[src/rtl/alu_pkg.sv]
// Shared definitions for the ALU scheduler: ALU select codes, the ALU's
// default result for reserved selects, and the scheduler FSM state encoding.
package alu_pkg;

    localparam logic [3:0] ALU_OP_ZERO   = 4'h0;
    localparam logic [3:0] ALU_OP_PASS_A = 4'h1;
    localparam logic [3:0] ALU_OP_PASS_B = 4'h2;
    localparam logic [3:0] ALU_OP_AND    = 4'h3;
    localparam logic [3:0] ALU_OP_OR     = 4'h4;
    localparam logic [3:0] ALU_OP_ROL_A  = 4'h5;
    localparam logic [3:0] ALU_OP_ROR_A  = 4'h6;
    localparam logic [3:0] ALU_OP_XOR    = 4'h7;
    localparam logic [3:0] ALU_OP_SHL_A  = 4'h8;
    localparam logic [3:0] ALU_OP_NOT_A  = 4'h9;
    localparam logic [3:0] ALU_OP_INC_A  = 4'hA;
    localparam logic [3:0] ALU_OP_SUB    = 4'hB;
    localparam logic [3:0] ALU_OP_ADD    = 4'hC;
    localparam logic [3:0] ALU_OP_RSVD_D = 4'hD;
    localparam logic [3:0] ALU_OP_RSVD_E = 4'hE;
    localparam logic [3:0] ALU_OP_ONES   = 4'hF;

    // Value the ALU returns for the two reserved select codes.
    localparam logic [7:0] ALU_DEFAULT_RESULT = 8'h81;

    typedef enum logic [1:0] {
        ST_IDLE = 2'd0,
        ST_EXEC = 2'd1,
        ST_RESP = 2'd2
    } state_t;

    function automatic logic is_illegal_op(input logic [3:0] op);
        return (op == ALU_OP_RSVD_D) || (op == ALU_OP_RSVD_E);
    endfunction

endpackage

[src/rtl/rr_arbiter2.sv]
// Two-way round-robin arbiter: one-hot grant; on a tie the requester that
// did not win last time is chosen.
module rr_arbiter2 (
    input  logic [1:0] req,
    input  logic       last,
    output logic [1:0] grant
);

    assign grant[0] = req[0] & (~req[1] | last);
    assign grant[1] = req[1] & (~req[0] | ~last);

endmodule

[src/rtl/alu_scheduler.sv]
// Shares one combinational ALU between two requesters: round-robin accept,
// registered ALU drive, result capture and valid/ready response.
// Optional reserved-opcode trapping is enabled with `define ALU_SCHED_OPCHECK_EN.
module alu_scheduler
    import alu_pkg::*;
#(
    parameter int WIDTH = 8,
    parameter int CNT_W = 16
) (
    input  logic             clk,
    input  logic             rst_n,
    input  logic [1:0]       req_valid,
    output logic [1:0]       req_ready,
    input  logic [3:0]       req0_op,
    input  logic [WIDTH-1:0] req0_a,
    input  logic [WIDTH-1:0] req0_b,
    input  logic [3:0]       req1_op,
    input  logic [WIDTH-1:0] req1_a,
    input  logic [WIDTH-1:0] req1_b,
    output logic [3:0]       alu_sel,
    output logic [WIDTH-1:0] alu_a,
    output logic [WIDTH-1:0] alu_b,
    input  logic [WIDTH-1:0] alu_x,
    output logic             rsp_valid,
    input  logic             rsp_ready,
    output logic             rsp_id,
    output logic [WIDTH-1:0] rsp_data,
    output logic             rsp_err,
    output logic             busy,
    output logic [CNT_W-1:0] op_count
);

    state_t           state, state_next;
    logic             last_grant;
    logic [1:0]       grant;
    logic             accept;
    logic             winner;
    logic             win_illegal;
    logic [3:0]       win_op;
    logic [WIDTH-1:0] win_a, win_b;

    rr_arbiter2 u_arb (
        .req   (req_valid),
        .last  (last_grant),
        .grant (grant)
    );

    assign req_ready = (state == ST_IDLE) ? grant : 2'b00;
    assign accept    = |req_ready;
    assign winner    = grant[1];
    assign win_op    = winner ? req1_op : req0_op;
    assign win_a     = winner ? req1_a  : req0_a;
    assign win_b     = winner ? req1_b  : req0_b;
    assign busy      = (state != ST_IDLE);

`ifdef ALU_SCHED_OPCHECK_EN
    // Reserved selects are answered directly from IDLE without touching the ALU.
    assign win_illegal = is_illegal_op(win_op);

    always_ff @(posedge clk or negedge rst_n) begin
        if (!rst_n) begin
            rsp_err <= 1'b0;
        end else if (state == ST_IDLE && accept) begin
            rsp_err <= win_illegal;
        end else if (state == ST_RESP && rsp_ready) begin
            rsp_err <= 1'b0;
        end
    end
`else
    assign win_illegal = 1'b0;
    assign rsp_err     = 1'b0;
`endif

    always_comb begin
        // NOTE: default first, so every path assigns state_next and no latch is inferred.
        state_next = state;
        case (state)
            ST_IDLE: if (accept) state_next = win_illegal ? ST_RESP : ST_EXEC;
            ST_EXEC: state_next = ST_RESP;
            ST_RESP: if (rsp_ready) state_next = ST_IDLE;
            default: state_next = ST_IDLE;
        endcase
    end

    // NOTE: non-blocking assignments keep every register sampling pre-edge values.
    always_ff @(posedge clk or negedge rst_n) begin
        if (!rst_n) begin
            state      <= ST_IDLE;
            last_grant <= 1'b1;
            alu_sel    <= '0;
            alu_a      <= '0;
            alu_b      <= '0;
            rsp_valid  <= 1'b0;
            rsp_id     <= 1'b0;
            rsp_data   <= '0;
            op_count   <= '0;
        end else begin
            state <= state_next;
            case (state)
                ST_IDLE: begin
                    if (accept) begin
                        rsp_id     <= winner;
                        last_grant <= winner;
                        if (win_illegal) begin
                            rsp_valid <= 1'b1;
                            rsp_data  <= '0;
                        end else begin
                            alu_sel <= win_op;
                            alu_a   <= win_a;
                            alu_b   <= win_b;
                        end
                    end
                end
                ST_EXEC: begin
                    rsp_data  <= alu_x;
                    rsp_valid <= 1'b1;
                end
                ST_RESP: begin
                    if (rsp_ready) begin
                        rsp_valid <= 1'b0;
                        op_count  <= op_count + CNT_W'(1);
                    end
                end
                default: ;
            endcase
        end
    end

endmodule

[config.mk]
export PLATFORM = sky130hd
export DESIGN_NAME = alu_scheduler
export DESIGN_NICKNAME = d
export VERILOG_FILES = /design/src/rtl/alu_pkg.sv /design/src/rtl/rr_arbiter2.sv /design/src/rtl/alu_scheduler.sv
export SDC_FILE = /design/constraint.sdc
export NUM_CORES = 1
export LEC_CHECK = 0
export CAP_MARGIN = 20
export CORE_MARGIN = 1.5
export CORE_UTILIZATION = 37
export DETAILED_ROUTE_END_ITERATION = 7
export PLACE_DENSITY = 0.76
export SETUP_SLACK_MARGIN = 0.15
export SKIP_CTS_REPAIR_TIMING = 1
export SYNTH_ARGS = -nofsm -noshare
export SYNTH_HDL_FRONTEND = slang
export SYNTH_SLANG_ARGS = --single-unit
[constraint.sdc]
create_clock -name clk -period 1.5 [get_ports clk]
set_input_delay 0.45 -clock clk [delete_from_list [all_inputs] [get_ports clk]]
set_output_delay 0.45 -clock clk [all_outputs]
set_load 0.03 [all_outputs]
==> results.toml, run 1 <==
[synth]
async_flop_share = 1.000
synth_fp_nets = 243
syn_inst = 189
ys_ff_latch = 49
yosysUniqueCellTypes = 33
yosys_most_used_dff = "dfrtp_1"
syn_area_um2 = 2182
synth_seq_area_share = 0.5625
syn_avg_cell_area_um2 = 11.55
yosys_warnings = 0
synth-edff-count = 0

[clock_network]
clkSinkCount = 49
clk_path_buf_depth = 2
clock-root-buffer = "clkbuf_8"
insertion_delay_ps = 290
htree_levels = 2
numCtsBuffers = 5
clk_pin_slew_ps = 90
cts_tree = "done"

[die]
core_um2 = 5608
die_x_um = 79.80
die_area_um2 = 6367
die_y_um = 79.80
rows = 27
start_util = 0.3891
ios = 103

[timing]
finClkSkew_ps = 8.612
min_period_over_period = 1.156
finalWorstSetupSlack_ps = -234.3
rsz0062_at_grt = "yes"
max_freq_mhz = 576.6
hold_viol = 0
post-route-min-period_ps = 1734
finalSetupViolations = 14
slew_violations = 0
fin_tns_setup_ps = -903.1

[worst_setup_path]
startpoint_type = "register"
end_kind = "output pin"
crit_top_cell = "buf_6"
critPathRequiredTime_ps = 1050
worstSetupPathType = "reg -> out"
path_max_fanout = 4
path_cells = "nor2_2 -> buf_6 -> nand2_4 -> a21oi_4 -> buf_6"
cpMaxStageDelayCell = "dfrtp_1"
worstPathArrival_ps = 1280
critPathMaxStageDelay_ps = 400

[detailed_routing]
viasPerCell = 4.748
firstDrtPassIters = 4
post_drt_wl_per_cell_um = 14.47
drt_iter0_drc = 48
wl_um = 5904
ant_nets = 0
drc = 0
vias = 1937

[layout]
nets = 389
fin_cells = 408
fillers = 455
num_antenna_cells = 0
drive_gt1_frac = 0.4583
final_core_utilization = 0.6879
area_growth_pct = 76.78
final_area_um2 = 3857

[job]
drv_cap = 0

[global_route]
grt_pass1_wl_um = 7900
antenna_found_initial = 0
grt-ovfl-total = 0
grt_max_degree = 50
grt_pass1_vias = 1749
track_usage = 0.1578

[placement]
dpl_cell_area_um2 = 3398
hpwl_um = 3701
gp_congestion = 0.7526
port_buffers = 101
dpl.cell_count = 370

[status]
run_status = "finished with violations"
violations = "negative setup slack"

[pwr]
peakVddDrop_mv = 1.192
power.density_nw_per_um2 = 1792
power_leakage_nw = 1.825
p_comb_frac = 0.575
p_switching_mw = 2.926
total_power_mw = 6.912
power.internal_mw = 3.985
netSwitchingFraction = 0.4234
p_clk_frac = 0.108
seq_power_share = 0.317

[hold_path]
hp-class = "in -> async"
## cell families after synthesis
logic type                 share of synthesized area
xor gates and xnor gates                     0.06021
AOI/OAI and AO/OA                            0.06881
and+or+nand+nor                               0.1302
muxes                                         0.1382
buffers and inverters                        0.03268
adders and majority gates                   0.005733
DFF                                           0.5625
other                                       0.001719
## worst max-delay path, delay by kind of cell, from the launching register on
kind	cells	cell delay (ps)
AND/OR/NAND/NOR	2	190
AO/OA/AOI/OAI	1	120
buffers and inverters	2	280
flip-flops	1	400
## Yosys cell counts, types with 2 or more instances
library cell,instances,area share
and3_1,3,0.0086
nand2_1,6,0.010
buf_2,6,0.014
inv_1,5,0.0086
mux2i_1,20,0.092
nor2_1,24,0.041
a21oi_1,25,0.057
nand3_1,5,0.011
and2b_1,2,0.0069
nor3_1,2,0.0046
dfrtp_1,48,0.55
xor2_1,6,0.024
mux2_2,9,0.046
xnor2_1,9,0.036
## sequential cells by signal, indices dropped and copies added (netlist names)
register	flops
op_count	16
last_grant	1
state	2
rsp_valid	1
alu_b	8
alu_sel	4
rsp_id	1
alu_a	8
rsp_data	8
## path summary, 6_finish.rpt
check / startpoint / to / slack [ps] / cells after the start
max: state[1]$_DFFE_PN0P_ / req_ready[0] / -230 / 5
min: rst_n / op_count[12]$_DFFE_PN0P_ / 120 / 2
max reg2reg: state[0]$_DFFE_PN0P_ / op_count[9]$_DFFE_PN0P_ / -90 / 6
min reg2reg: rsp_data[0]$_DFFE_PN0P_ / rsp_data[0]$_DFFE_PN0P_ / 510 / 1
max in group asynchronous: rst_n / last_grant$_DFFE_PN1P_ / 1070 / 2
min in group clk: rsp_data[0]$_DFFE_PN0P_ / rsp_data[0]$_DFFE_PN0P_ / 510 / 1
## metrics by stage
| stage | setup slack [ps] | hold WS (ps) |
|---|---|---|
| after floorplan | 52.19 | 154.4 |
| after global placement | -378.6 | 457.8 |
| after detailed placement | -424.9 | 462.9 |
| after CTS | -417.4 | 144.2 |
| after global routing | -294.8 | 134.7 |
| final | -234.3 | 123.4 |
## layer usage
metal | vias up | routed length, um | track usage
li1 | 931 | - | -
met1 | 943 | 2409 | 0.1878
met2 | 63 | 3151 | 0.2763
met3 | 0 | 343 | 0.05600
met4 | 0 | 0 | 0.02931
met5 | - | 0 | 0
## power by group through the flow
stage | sequential, mW | clock [mW] | combinational, mW
floorplan | 3.11 | 0 | 1.08
global placement | 2.19 | 0 | 3.35
detailed placement | 2.22 | 0 | 3.41
CTS | 2.20 | 0.771 | 3.42
global route | 2.25 | 0.833 | 4.22
finish | 2.19 | 0.745 | 3.97
## final cells by class
cell class                 count  area (um^2)  area share
clock buffer                   7        76.32     0.01979
multi-input combinational    127         1069      0.2770
clock inverter                 1        5.005    0.001297
sequential                    49         1241      0.3218
timing repair buffer         147         1358      0.3519
inverter                       5        18.77    0.004865
tap                           72        90.09     0.02335
## placed cells by master (no fill, tap or decap), drive strengths merged, types with 2 or more instances in the layout
cell,instances
nor3,3
clkbuf,23
and3,3
dlymetal6s2s,2
inv,5
nand2,6
nor2,24
mux2,9
and2b,3
a21oi,25
xor2,6
buf,80
clkdlybuf4s50,49
xnor2,9
nand3,5
dfrtp,48
mux2i,20
nand4,2
(Power assumes the default switching activity.)
==> inputs of run 2 (changes only) <==
CORE_UTILIZATION = 45   (was 37)
DONT_BUFFER_PORTS = 1   (was unset)
PLACE_DENSITY = 0.62   (was 0.76)
==> run 2 against run 1 <==
  * Sequential share of layout area rose by 11 points
  * Power fell by 11%
  * First-iteration DRC count rose by 23%
  * The run ends with negative hold slack, negative setup slack left
  * Combinational power fell by 51%
  * Flip-flop and latch count did not move
  * Largest power group is now sequential cells
==> results.toml, run 2 (same netlist as run 1, synthesis figures left out) <==
[status]
run_status = "finished with violations"
violations = "negative hold slack, negative setup slack"

[pwr]
peakVddDrop_mv = 1.218
power_leakage_nw = 1.294
power.density_nw_per_um2 = 2128

[worst_setup_path]
startpoint_type = "register"
path_max_fanout = 4
r2r_setup_slack_ps = 40
critPathRequiredTime_ps = 1050
worstSetupPathType = "reg -> out"
reg2reg_depth = 5
worstPathArrival_ps = 1230
reg2reg_from = "state[0]$_DFFE_PN0P_"
end_kind = "output pin"
crit_end = "req_ready[0]"
worst_r2r_endpoint = "op_count[6]$_DFFE_PN0P_"
crit_path_start = "last_grant$_DFFE_PN1P_"

[die]
die_area_um2 = 5276
core_um2 = 4692
die_y_um = 72.64
start_util = 0.4651
die_x_um = 72.64
rows = 25
ios = 103

[timing]
hold_viol = 48
min_period_over_period = 1.118
whs_ps = -165.1
finalWorstSetupSlack_ps = -177.3
finalSetupViolations = 3
finClkSkew_ps = 5.073
slew_violations = 0
post-route-min-period_ps = 1677
rsz0062_at_grt = "yes"
max_freq_mhz = 596.2

[detailed_routing]
ant_nets = 0
wl_um = 5104
vias = 1542
post_drt_wl_per_cell_um = 18.70
firstDrtPassIters = 4
drc = 0
drt_iter0_drc = 59
viasPerCell = 5.648

[placement]
dpl.cell_count = 253
port_buffers = 0
pre_cts_ws_ps = 44.41
dpl_cell_area_um2 = 2425
gp_congestion = 0.7982
hpwl_um = 3231

[clock_network]
clk_pin_slew_ps = 90
clkSinkCount = 49
clk_path_buf_depth = 2
clock-root-buffer = "clkbuf_8"
cts_tree = "done"
htree_levels = 2
numCtsBuffers = 5
insertion_delay_ps = 300

[layout]
drive_gt1_frac = 0.4064
final_core_utilization = 0.6139
largest_reg_flops = 16
fin_cells = 273
final_cell_mix = "35 x dfrtp_1, 24 x a21oi_1, 21 x nor2_1"
fillers = 392
regMostFlops = "op_count"
final_area_um2 = 2880
nets = 272
area_growth_pct = 32.00
num_antenna_cells = 0
layout_commonest_cell = "dfrtp_1"

[global_route]
grt_pass1_vias = 1428
track_usage = 0.1736
grt-ovfl-total = 0
antenna_found_initial = 0
grt_max_degree = 50
grt_pass1_wl_um = 6920

[hold_path]
hp-class = "in -> async"

[job]
drv_cap = 0
## run 2: power by group
part           internal (mW)  switching, mW
clock network          0.662          0.438
registers               1.84           1.23
logic                  0.971          0.989
total                   3.48           2.65
## run 2: final cells by class
class,instances,area (um^2),area share
well taps,54,67.56,0.02346
flip-flops and latches,49,1244,0.4318
clock buffers,5,68.82,0.02389
clock inverters,3,65.06,0.02259
multi-input cells,126,1044,0.3623
inverters,5,18.77,0.006516
repair buffers,31,372.9,0.1295
## run 2: worst min-delay path by stage
stage | start | endpoint | slack (ps) | cells past startpoint
2_1_floorplan | rst_n | alu_a[0]$_DFFE_PN0P_ | 150 | 0
3_3_place_gp | rst_n | op_count[15]$_DFFE_PN0P_ | 160 | 0
3_5_place_dp | rst_n | op_count[15]$_DFFE_PN0P_ | 160 | 0
4_1_cts | rst_n | op_count[0]$_DFFE_PN0P_ | -180 | 0
5_1_grt | rst_n | op_count[0]$_DFFE_PN0P_ | -190 | 0
6_report | rst_n | op_count[15]$_DFFE_PN0P_ | -170 | 0
## run 2: per-stage QoR
stage / total power [mW] / TNS [ps] / hold WS, ps
CTS: 5.736 / -514.2 / -177.9
global placement: 4.527 / 0 / 155.4
global route: 6.453 / -653.4 / -192.9
detailed placement: 4.630 / 0 / 155.6
floorplan: 4.193 / 0 / 154.4
finish: 6.130 / -411.5 / -165.1
## run 2: routing by layer
layer / vias up / part of all wire / track usage
li1: 698 / - / -
met4: 0 / 0.017 / 0.07128
met3: 8 / 0.073 / 0.07459
met1: 761 / 0.38 / 0.2079
met2: 75 / 0.53 / 0.2752
met5: - / 0 / 0
## run 2: critical path, stage by stage, from the launching register on
cell and delay [ps]:
dfstp_2 600, inv_2 60, a21oi_4 270
==> inputs of run 3 (changes only) <==
CORE_UTILIZATION = 35   (was 45)
PLACE_DENSITY = 0.51   (was 0.62)
SYNTH_HIERARCHICAL = 1   (was unset)
TNS_END_PERCENT = 1   (was unset)
==> run 3 against run 2 <==
  * Non-clock buffer count is 10 lower
  * Die area grew 29%
  * Register-to-register slack got worse by 40 ps
  * The run still ends with negative hold slack, negative setup slack left
  * Synthesized cell count shrank 2.6%
  * Critical endpoint unchanged
  * Largest cell class unchanged
  * Critical path type unchanged
==> results.toml, run 3 <==
[job]
drv_cap = 0

[die]
die_area_um2 = 6781
die_x_um = 82.35
start_util = 0.3678
die_y_um = 82.35
core_um2 = 5991
rows = 28
ios = 103

[synth]
async_flop_share = 1.000
yosysUniqueCellTypes = 35
yosys_most_used_dff = "dfrtp_1"
synthTopCellsByCount = "48 x dfrtp_1, 22 x a21oi_1, 21 x nor2_1"
yosysMostFrequentCell = "dfrtp_1"
syn_inst = 184
synth_seq_area_share = 0.5571
synth_top_area_cell = "dfrtp_1"
syn_area_um2 = 2203
yosysTopAreaCellShare = 0.5451
ys_ff_latch = 49
synth_fp_nets = 238
synth-edff-count = 0
yosys_warnings = 6
syn_avg_cell_area_um2 = 11.97
synth_area_leaders = "dfrtp_1 55%, mux2i_1 9.1%, a21oi_1 5.0%, mux2_2 4.6%, xnor2_1 4.0%"

[timing]
finClkSkew_ps = 7.165
finalSetupViolations = 4
min_period_over_period = 1.136
whs_ps = -164.4
post-route-min-period_ps = 1704
rsz0062_at_grt = "yes"
max_freq_mhz = 586.8
hold_viol = 49
slew_violations = 0
fin_tns_setup_ps = -475.6
finalWorstSetupSlack_ps = -204.1

[detailed_routing]
drc = 0
viasPerCell = 5.032
post_drt_wl_per_cell_um = 16.31
firstDrtPassIters = 4
vias = 1399
drt_iter0_drc = 43
wl_um = 4533
ant_nets = 0

[pwr]
power.internal_mw = 3.139
seq_power_share = 0.539
netSwitchingFraction = 0.4447
peakVddDrop_mv = 1.102
power.density_nw_per_um2 = 2107
power_leakage_nw = 1.199
p_comb_frac = 0.287
total_power_mw = 5.653
p_clk_frac = 0.174
p_switching_mw = 2.514

[layout]
drive_gt1_frac = 0.3645
area_growth_pct = 21.75
fin_cells = 278
largest_reg_flops = 16
nets = 256
layout_commonest_cell = "dfrtp_1"
num_antenna_cells = 0
final_cell_mix = "39 x dfrtp_1, 21 x nor2_1, 21 x a21oi_1"
regMostFlops = "op_count"

[global_route]
track_usage = 0.1302
grt_max_degree = 50
antenna_found_initial = 0
grt-ovfl-total = 0
grt_pass1_vias = 1397
grt_pass1_wl_um = 6617

[worst_setup_path]
worstPathArrival_ps = 1250
worstSetupPathType = "reg -> out"
path_max_fanout = 3
r2r_setup_slack_ps = 0
end_kind = "output pin"
startpoint_type = "register"
critPathRequiredTime_ps = 1050

[hold_path]
hp-class = "in -> async"

[clock_network]
cts_tree = "done"
clk_path_buf_depth = 2
clock-root-buffer = "clkbuf_8"
htree_levels = 2
clk_pin_slew_ps = 90
insertion_delay_ps = 300
clkSinkCount = 49
numCtsBuffers = 5

[placement]
dpl.cell_count = 268
gp_congestion = 0.6780
hpwl_um = 3308
port_buffers = 0

[status]
run_status = "finished with violations"
violations = "negative hold slack, negative setup slack"
[run 3: worst paths after layout]
kind / start / end / cells after the start
max reg2reg: last_grant$_DFFE_PN1P_ / alu_a[4]$_DFFE_PN0P_ / 7
max: last_grant$_DFFE_PN1P_ / req_ready[0] / 4
max in group asynchronous: rst_n / last_grant$_DFFE_PN1P_ / 0
min: rst_n / op_count[1]$_DFFE_PN0P_ / 0
min reg2reg: last_grant$_DFFE_PN1P_ / last_grant$_DFFE_PN1P_ / 1
min in group clk: alu_x[2] / rsp_data[2]$_DFFE_PN0P_ / 1
[run 3: layout make-up]
cell class / count / area [um^2]
Tap cell: 75 / 93.84
Multi-Input combinational cell: 121 / 980.9
Sequential cell: 49 / 1239
Fill cell: 558 / 3308
Clock inverter: 2 / 37.54
Inverter: 4 / 17.52
Clock buffer: 6 / 82.58
Timing Repair Buffer: 21 / 231.5
[run 3: cell families (layout without fill, tap and decap cells)]
| kind of cell | after synthesis | count (layout) | synth area share |
|---|---|---|---|
| mux | 29 | 29 | 0.1369 |
| other cells | 1 | 1 | 0.001702 |
| fa+ha+maj | 1 | 1 | 0.005678 |
| simple gates | 48 | 48 | 0.1312 |
| compound gates | 27 | 27 | 0.06701 |
| xor+xnor | 15 | 15 | 0.06644 |
| buf+inv | 14 | 33 | 0.03407 |
| flops | 49 | 49 | 0.5571 |
[run 3: critical path, cell delays in order (launching register included)]
cell      delay [ps]
dfstp_2          560
inv_2             40
a21boi_2         150
nand2_2          110
inv_4            110
[run 3: per-layer routing]
layer / routed length (um) / GRT usage / vias up
met5: 0 / 0 / -
li1: - / - / 663
met1: 1827 / 0.1503 / 668
met2: 2329 / 0.2187 / 64
met4: 40 / 0.04915 / 0
met3: 336 / 0.04835 / 4
[run 3: stage by stage]
step	worst slack (ps)	util	hold WS (ps)	cell area [um^2]
3_3_place_gp	53.65	0.4069	156.2	2437
6_report	-204.1	0.4478	-164.4	2683
3_5_place_dp	9.985	0.4069	156.0	2437
2_1_floorplan	47.89	-	154.4	2232
5_1_grt	-253.7	0.4478	-195.1	2683
4_1_cts	-327.1	0.4269	-179.3	2557
[run 3: power by group through the flow]
stage,clock network (mW),logic [mW],registers (mW)
finish,0.986,1.62,3.05
global route,1.08,1.79,3.11
CTS,1.01,1.55,3.04
detailed placement,0,1.56,3.06
global placement,0,1.46,3.05
floorplan,0,1.08,3.07
